--- src/rtl/pitch_freq_module.sv ---
// Pitch-to-frequency converter. It takes min_tau lag results and rejects lags
// outside [MIN_TAU, MAX_TAU]. Valid lags are median-of-3 filtered. The filtered
// lag is turned into a rounded frequency (SAMPLE_RATE + m/2) / m by a serial
// restoring divider. Each new freq/voiced value is marked by a one-cycle strobe.
module pitch_freq_module #(
   parameter int TAU_WIDTH   = 8,
   parameter int MIN_TAU     = 2,
   parameter int MAX_TAU     = 40,
   parameter int SAMPLE_RATE = 20000,
   parameter int FREQ_WIDTH  = 16,
   parameter int HOLD_COUNT  = 3
) (
   input  logic                  clk,
   input  logic                  reset,
   input  logic                  tau_valid,
   input  logic [TAU_WIDTH-1:0]  tau,
   output logic [FREQ_WIDTH-1:0] freq,
   output logic                  freq_valid,
   output logic                  voiced,
   output logic                  busy,
   output logic                  overrun
);

   localparam int MW = (HOLD_COUNT < 2) ? 1 : $clog2(HOLD_COUNT + 1);
   localparam int CW = (FREQ_WIDTH < 2) ? 1 : $clog2(FREQ_WIDTH);
   localparam logic [CW-1:0]        LAST_BIT = CW'(FREQ_WIDTH - 1);
   localparam logic [MW-1:0]        HOLD     = MW'(HOLD_COUNT);
   localparam logic [TAU_WIDTH-1:0] LO_TAU   = TAU_WIDTH'(MIN_TAU);
   localparam logic [TAU_WIDTH-1:0] HI_TAU   = TAU_WIDTH'(MAX_TAU);

   typedef enum logic [1:0] {IDLE, FILTER, DIVIDE, DONE} state_t;

   state_t                state;
   logic [TAU_WIDTH-1:0]  tau_r;
   logic [TAU_WIDTH-1:0]  h0, h1;    // h0 newest; only two old entries feed the median
   logic [1:0]            hcnt;
   logic [MW-1:0]         miss;
   logic [FREQ_WIDTH-1:0] dvd, dvs, quo;
   logic [FREQ_WIDTH:0]   rem;
   logic [CW-1:0]         cnt;

   logic                  in_range;
   logic [TAU_WIDTH-1:0]  lo, hi, hi_c, med, m;
   logic [MW-1:0]         miss_inc;
   logic [FREQ_WIDTH:0]   rem_sh, rem_nx;
   logic                  fits;

   // Lag classification, median selection and one restoring-divide step
   always_comb begin
      in_range = (tau_r >= LO_TAU) && (tau_r <= HI_TAU);
      lo       = (tau_r < h0) ? tau_r : h0;
      hi       = (tau_r < h0) ? h0 : tau_r;
      hi_c     = (hi < h1) ? hi : h1;
      med      = (lo > hi_c) ? lo : hi_c;
      // With two entries already held, the new one completes a full window
      m        = (hcnt >= 2'd2) ? med : tau_r;
      miss_inc = (miss == HOLD) ? miss : miss + 1'b1;
      rem_sh   = {rem[FREQ_WIDTH-1:0], dvd[FREQ_WIDTH-1]};
      fits     = (rem_sh >= {1'b0, dvs});
      rem_nx   = fits ? (rem_sh - {1'b0, dvs}) : rem_sh;
   end

   assign busy = (state != IDLE);

   // Control FSM, filter history, divider datapath and registered outputs
   always_ff @(posedge clk or negedge reset) begin
      if (!reset) begin
         state      <= IDLE;
         tau_r      <= '0;
         h0         <= '0;
         h1         <= '0;
         hcnt       <= '0;
         miss       <= '0;
         dvd        <= '0;
         dvs        <= '0;
         quo        <= '0;
         rem        <= '0;
         cnt        <= '0;
         freq       <= '0;
         freq_valid <= 1'b0;
         voiced     <= 1'b0;
         overrun    <= 1'b0;
      end else begin
         freq_valid <= (state == DONE);
         overrun    <= tau_valid && (state != IDLE);
         case (state)
            IDLE: begin
               if (tau_valid) begin
                  tau_r <= tau;
                  state <= FILTER;
               end
            end
            FILTER: begin
               if (in_range) begin
                  h0   <= tau_r;
                  h1   <= h0;
                  hcnt <= (hcnt == 2'd3) ? hcnt : hcnt + 2'd1;
                  miss <= '0;
                  dvd  <= FREQ_WIDTH'(SAMPLE_RATE) + FREQ_WIDTH'(m >> 1);
                  dvs  <= FREQ_WIDTH'(m);
                  rem  <= '0;
                  quo  <= '0;
                  cnt  <= '0;
                  state <= DIVIDE;
               end else begin
                  miss <= miss_inc;
                  if (miss_inc == HOLD) begin
                     freq   <= '0;
                     voiced <= 1'b0;
                     hcnt   <= '0;
                     h0     <= '0;
                     h1     <= '0;
                  end
                  state <= DONE;
               end
            end
            DIVIDE: begin
               rem <= rem_nx;
               dvd <= dvd << 1;
               quo <= {quo[FREQ_WIDTH-2:0], fits};
               cnt <= cnt + 1'b1;
               if (cnt == LAST_BIT) begin
                  freq   <= {quo[FREQ_WIDTH-2:0], fits};
                  voiced <= 1'b1;
                  state  <= DONE;
               end
            end
            DONE: state <= IDLE;
            default: state <= IDLE;
         endcase
      end
   end

endmodule
--- config.mk ---
export PLATFORM = sky130hd
export DESIGN_NAME = pitch_freq_module
export DESIGN_NICKNAME = d
export VERILOG_FILES = /design/src/rtl/pitch_freq_module.sv
export SDC_FILE = /design/constraint.sdc
export NUM_CORES = 1
export LEC_CHECK = 0
export ABC_AREA = 1
export BUFFER_PORTS_ARGS = -buffer_cell sky130_fd_sc_hd__buf_2
export CAP_MARGIN = 20
export CORE_ASPECT_RATIO = 0.7
export CORE_UTILIZATION = 43
export DETAILED_ROUTE_END_ITERATION = 6
export PLACE_DENSITY_LB_ADDON = 0.3
export SLEW_MARGIN = 20
export SYNTH_ARGS = -nofsm -noshare
export SYNTH_HDL_FRONTEND = slang
export SYNTH_SLANG_ARGS = --single-unit
--- constraint.sdc ---
create_clock -name clk -period 9.8 [get_ports clk]
set_input_delay 0.49 -clock clk [delete_from_list [all_inputs] [get_ports clk]]
set_output_delay 0.49 -clock clk [all_outputs]
set_load 0.02 [all_outputs]
==> run_results.csv <==
group,metric,value,unit
global_route,grt_max_degree,79,
synthesis,synth_edf_count,0,
pwr,ir_drop,163.6,uV
die,dieArea,0.01412,mm2
min_path,hold_class,"in -> async",
synthesis,synth_compound_area_share,17.08,%
timing,slew_violations,0,
clocking,clkSinkCount,108,
timing,finClkSkew,0.01734,ns
setup_path,path_cells,"inv_1, ha_1, a21oi_1, o21a_1, nand2_2, o21ai_0, ha_1, nand2_1, nor2_1, a211oi_1, nand2_4, nand2_1, nand2_1, ha_1, nand2_1, nor2_1, nand2_1, a32oi_1, inv_1, or2_2, nand3_1, nand3_1, nand2_1, nand2_1",
setup_path,cp-start-kind,"flip-flop",
synthesis,synthDistinctLibCells,47,
setup_path,end_kind,"flip-flop",
global_route,grt_overflow_total,0,
detailed_routing,drtIter0Drc,277,
setup_path,startpoint,"h0[7]$_DFFE_PN0P_",
timing,max_slew.worst_pin.slew,0.8343,ns
synthesis,synthFlopType,"dfrtp_1",
synthesis,ys_seq_area_share,46.07,%
die,start_util,44.36,%
clocking,cts_root_buffer,"clkbuf_16",
clocking,cts_tree,"yes",
die,rows,35,
synthesis,async_flop_share,100.0,%
timing,max_clock_freq,195.0,MHz
layout,drive_gt1_share,10.46,%
clocking,worstSkewPairLatency,0.36,ns
synthesis,yosysWarnings,0,
setup_path,cp_common_cell,"nand2_1",
detailed_routing,wl_per_cell,14.46,um
timing,final.period_utilization,52.33,%
die,pin_count,31,
layout,final_cells,921,
layout,post-route-util,48.93,%
setup_path,critPathArrivalTime,5.36,ns
synthesis,synth_xor_area_share,1.344,%
global_route,grt_pass1_vias,4592,
timing,setup_viol,0,
synthesis,synth_commonest_cells,"nand2_1, dfrtp_1, inv_1",
clocking,path_clk_slew,0.08,ns
pwr,pwr_density_cell,377.1,mW/mm2
detailed_routing,ant_nets,0,
clocking,cts-resized-gates,0,
synthesis,yosys.area.top_type,"dfrtp_1",
clocking,cts_inserted_buffers,9,
synthesis,yosys.area_share.simple,18.15,%
synthesis,synth_top_family_by_area,"simple AND/OR/NAND/NOR gates",
clocking,clk_path_buf_depth,2,
detailed_routing,drt-total-wl,13320,um
timing,fin_crit,5.129,ns
synthesis,synth_mux_area_share,0.1919,%
pwr,p_total,2440,uW
detailed_routing,drc,0,
die,core_area,0.01323,mm2
layout,area_delta_synth_final,10.30,%
synthesis,syn_inst,711,
global_route,gr-usage-all-layers,20.37,%
place,port_buffers,30,
place,gp_congestion,0.9010,
layout,n_antenna_cell,0,
setup_path,criticalPathCategory,"reg -> reg",
setup_path,cp.required,10.03,ns
run,cap_violations,0,
timing,finalHoldViolCount,0,
synthesis,syn_avg_cell_area,8.252,um2
clocking,htreeDepth,3,
synthesis,synth_most_common_cell,"nand2_1",
place,dp_hpwl,9431,um
detailed_routing,dr_total_vias,4783,
timing,setup_tns,0,ns
synthesis,yosys.area.top_type_share,46.07,%
global_route,grt_first_pass_wirelength,22580,um
place,placed_cells,905,
clocking,holdBufCountCts,0,
synthesis,syn_nets,760,
layout,finalNetCount,780,
setup_path,critPathMaxFanout,31,
setup_path,crit_family,"simple AND/OR/NAND/NOR gates",
clocking,cts_setup_buffers,0,
synthesis,syn-cell-area,0.005867,mm2
setup_path,slowest_delay,0.48,ns
die,die_h,99.73,um
setup_path,crit_buf_inv,2,
synthesis,synth-adder-area-share,8.232,%
setup_path,slowest_stage,"o21ai_0",
timing,rsz0062_at_grt,"no",
synthesis,synthTopCellsByArea,"dfrtp_1, nand2_1, ha_1, inv_1, o21ai_0",
detailed_routing,viasPerCell,5.193,
pwr,leakage,0.003200,uW
global_route,antenna_found_initial,0,
timing,slew_headroom,44.32,%
detailed_routing,drt_pass1_iterations,5,
die,die_x,141.6,um
run_status,status,"completed",
setup_path,reg2reg_from,"h0[7]$_DFFE_PN0P_",
synthesis,ys_ff_latch,108,
-- power by group --
group | internal (uW) | switching, uW | leakage (uW)
logic | 469 | 916 | 0.00165
registers | 597 | 93.9 | 0.00140
clock network | 181 | 182 | 0.000145
-- path summary, 6_finish.rpt --
| path | slack [ns] | cells past startpoint | endpoint |
|---|---|---|---|
| max | 4.67 | 24 | dvd[3]$_DFFE_PN0P_ |
| min | 0.09 | 1 | h0[5]$_DFFE_PN0P_ |
| max reg2reg | 4.67 | 24 | dvd[3]$_DFFE_PN0P_ |
| min reg2reg | 0.49 | 2 | freq[0]$_DFFE_PN0P_ |
| max in group asynchronous | 8.68 | 2 | quo[0]$_DFFE_PN0P_ |
| min in group clk | 0.35 | 3 | overrun$_DFF_PN0_ |
-- per-layer routing --
metal	share of wire, %	global-route usage [%]	vias up	routed length (um)
met5	0	0	-	0
met4	1.2	6.203	0	166
met3	4.9	3.755	18	648
met2	43	29.18	118	5716
met1	51	30.97	2279	6786
li1	-	-	2368	-
-- logic make-up after synthesis --
family | count (synthesis)
simple gates | 253
compound gates | 170
buf+inv | 132
flops | 108
fa+ha+maj | 38
xor+xnor | 9
mux | 1
-- sequential cells by signal, indices dropped and copies added, names as in the netlist, 8 cells and up --
signal and cells:
rem 16, freq 16, dvd 16, tau_r 8, h0 8, dvs 8
h1 8, quo 15
-- layout by cell type (no fill, tap or decap), types with 2 or more instances in the layout --
cell type	instances
o211ai_1	2
inv_8	2
xnor2_1	4
clkinv_8	2
o21ai_0	56
a21oi_1	31
clkinv_4	2
nand3_1	25
a22oi_1	5
nor2_1	54
a211oi_1	2
nand2_1	149
nor3_1	5
clkbuf_16	9
buf_2	29
o31ai_1	3
ha_1	37
nand4_1	2
o22ai_1	35
a32o_1	2
xor2_1	5
o21a_1	2
nand2_2	8
o21ai_1	16
o21bai_1	2
or2_2	3
buf_4	4
o21ai_2	7
inv_1	104
dfrtp_1	108
-- layout make-up --
class,count,area (um2)
clock buffers,9,225.2
multi-input cells,471,2643
clock inverters,7,80.08
flip-flops and latches,108,2703
repair buffers,34,186.4
well taps,185,231.5
inverters,107,402.9
fillers,1249,6754
-- through the flow --
stage / instance area [um2] / worst slack, ns / hold slack (ns)
floorplan: 5867 / 5.367 / 0.1944
global placement: 6162 / 4.915 / 0.4578
detailed placement: 6162 / 4.787 / 0.4713
CTS: 6467 / 4.749 / 0.09729
global route: 6471 / 4.162 / 0.1150
finish: 6471 / 4.671 / 0.08732
No activity file was read; power rests on OpenSTA's default activity.
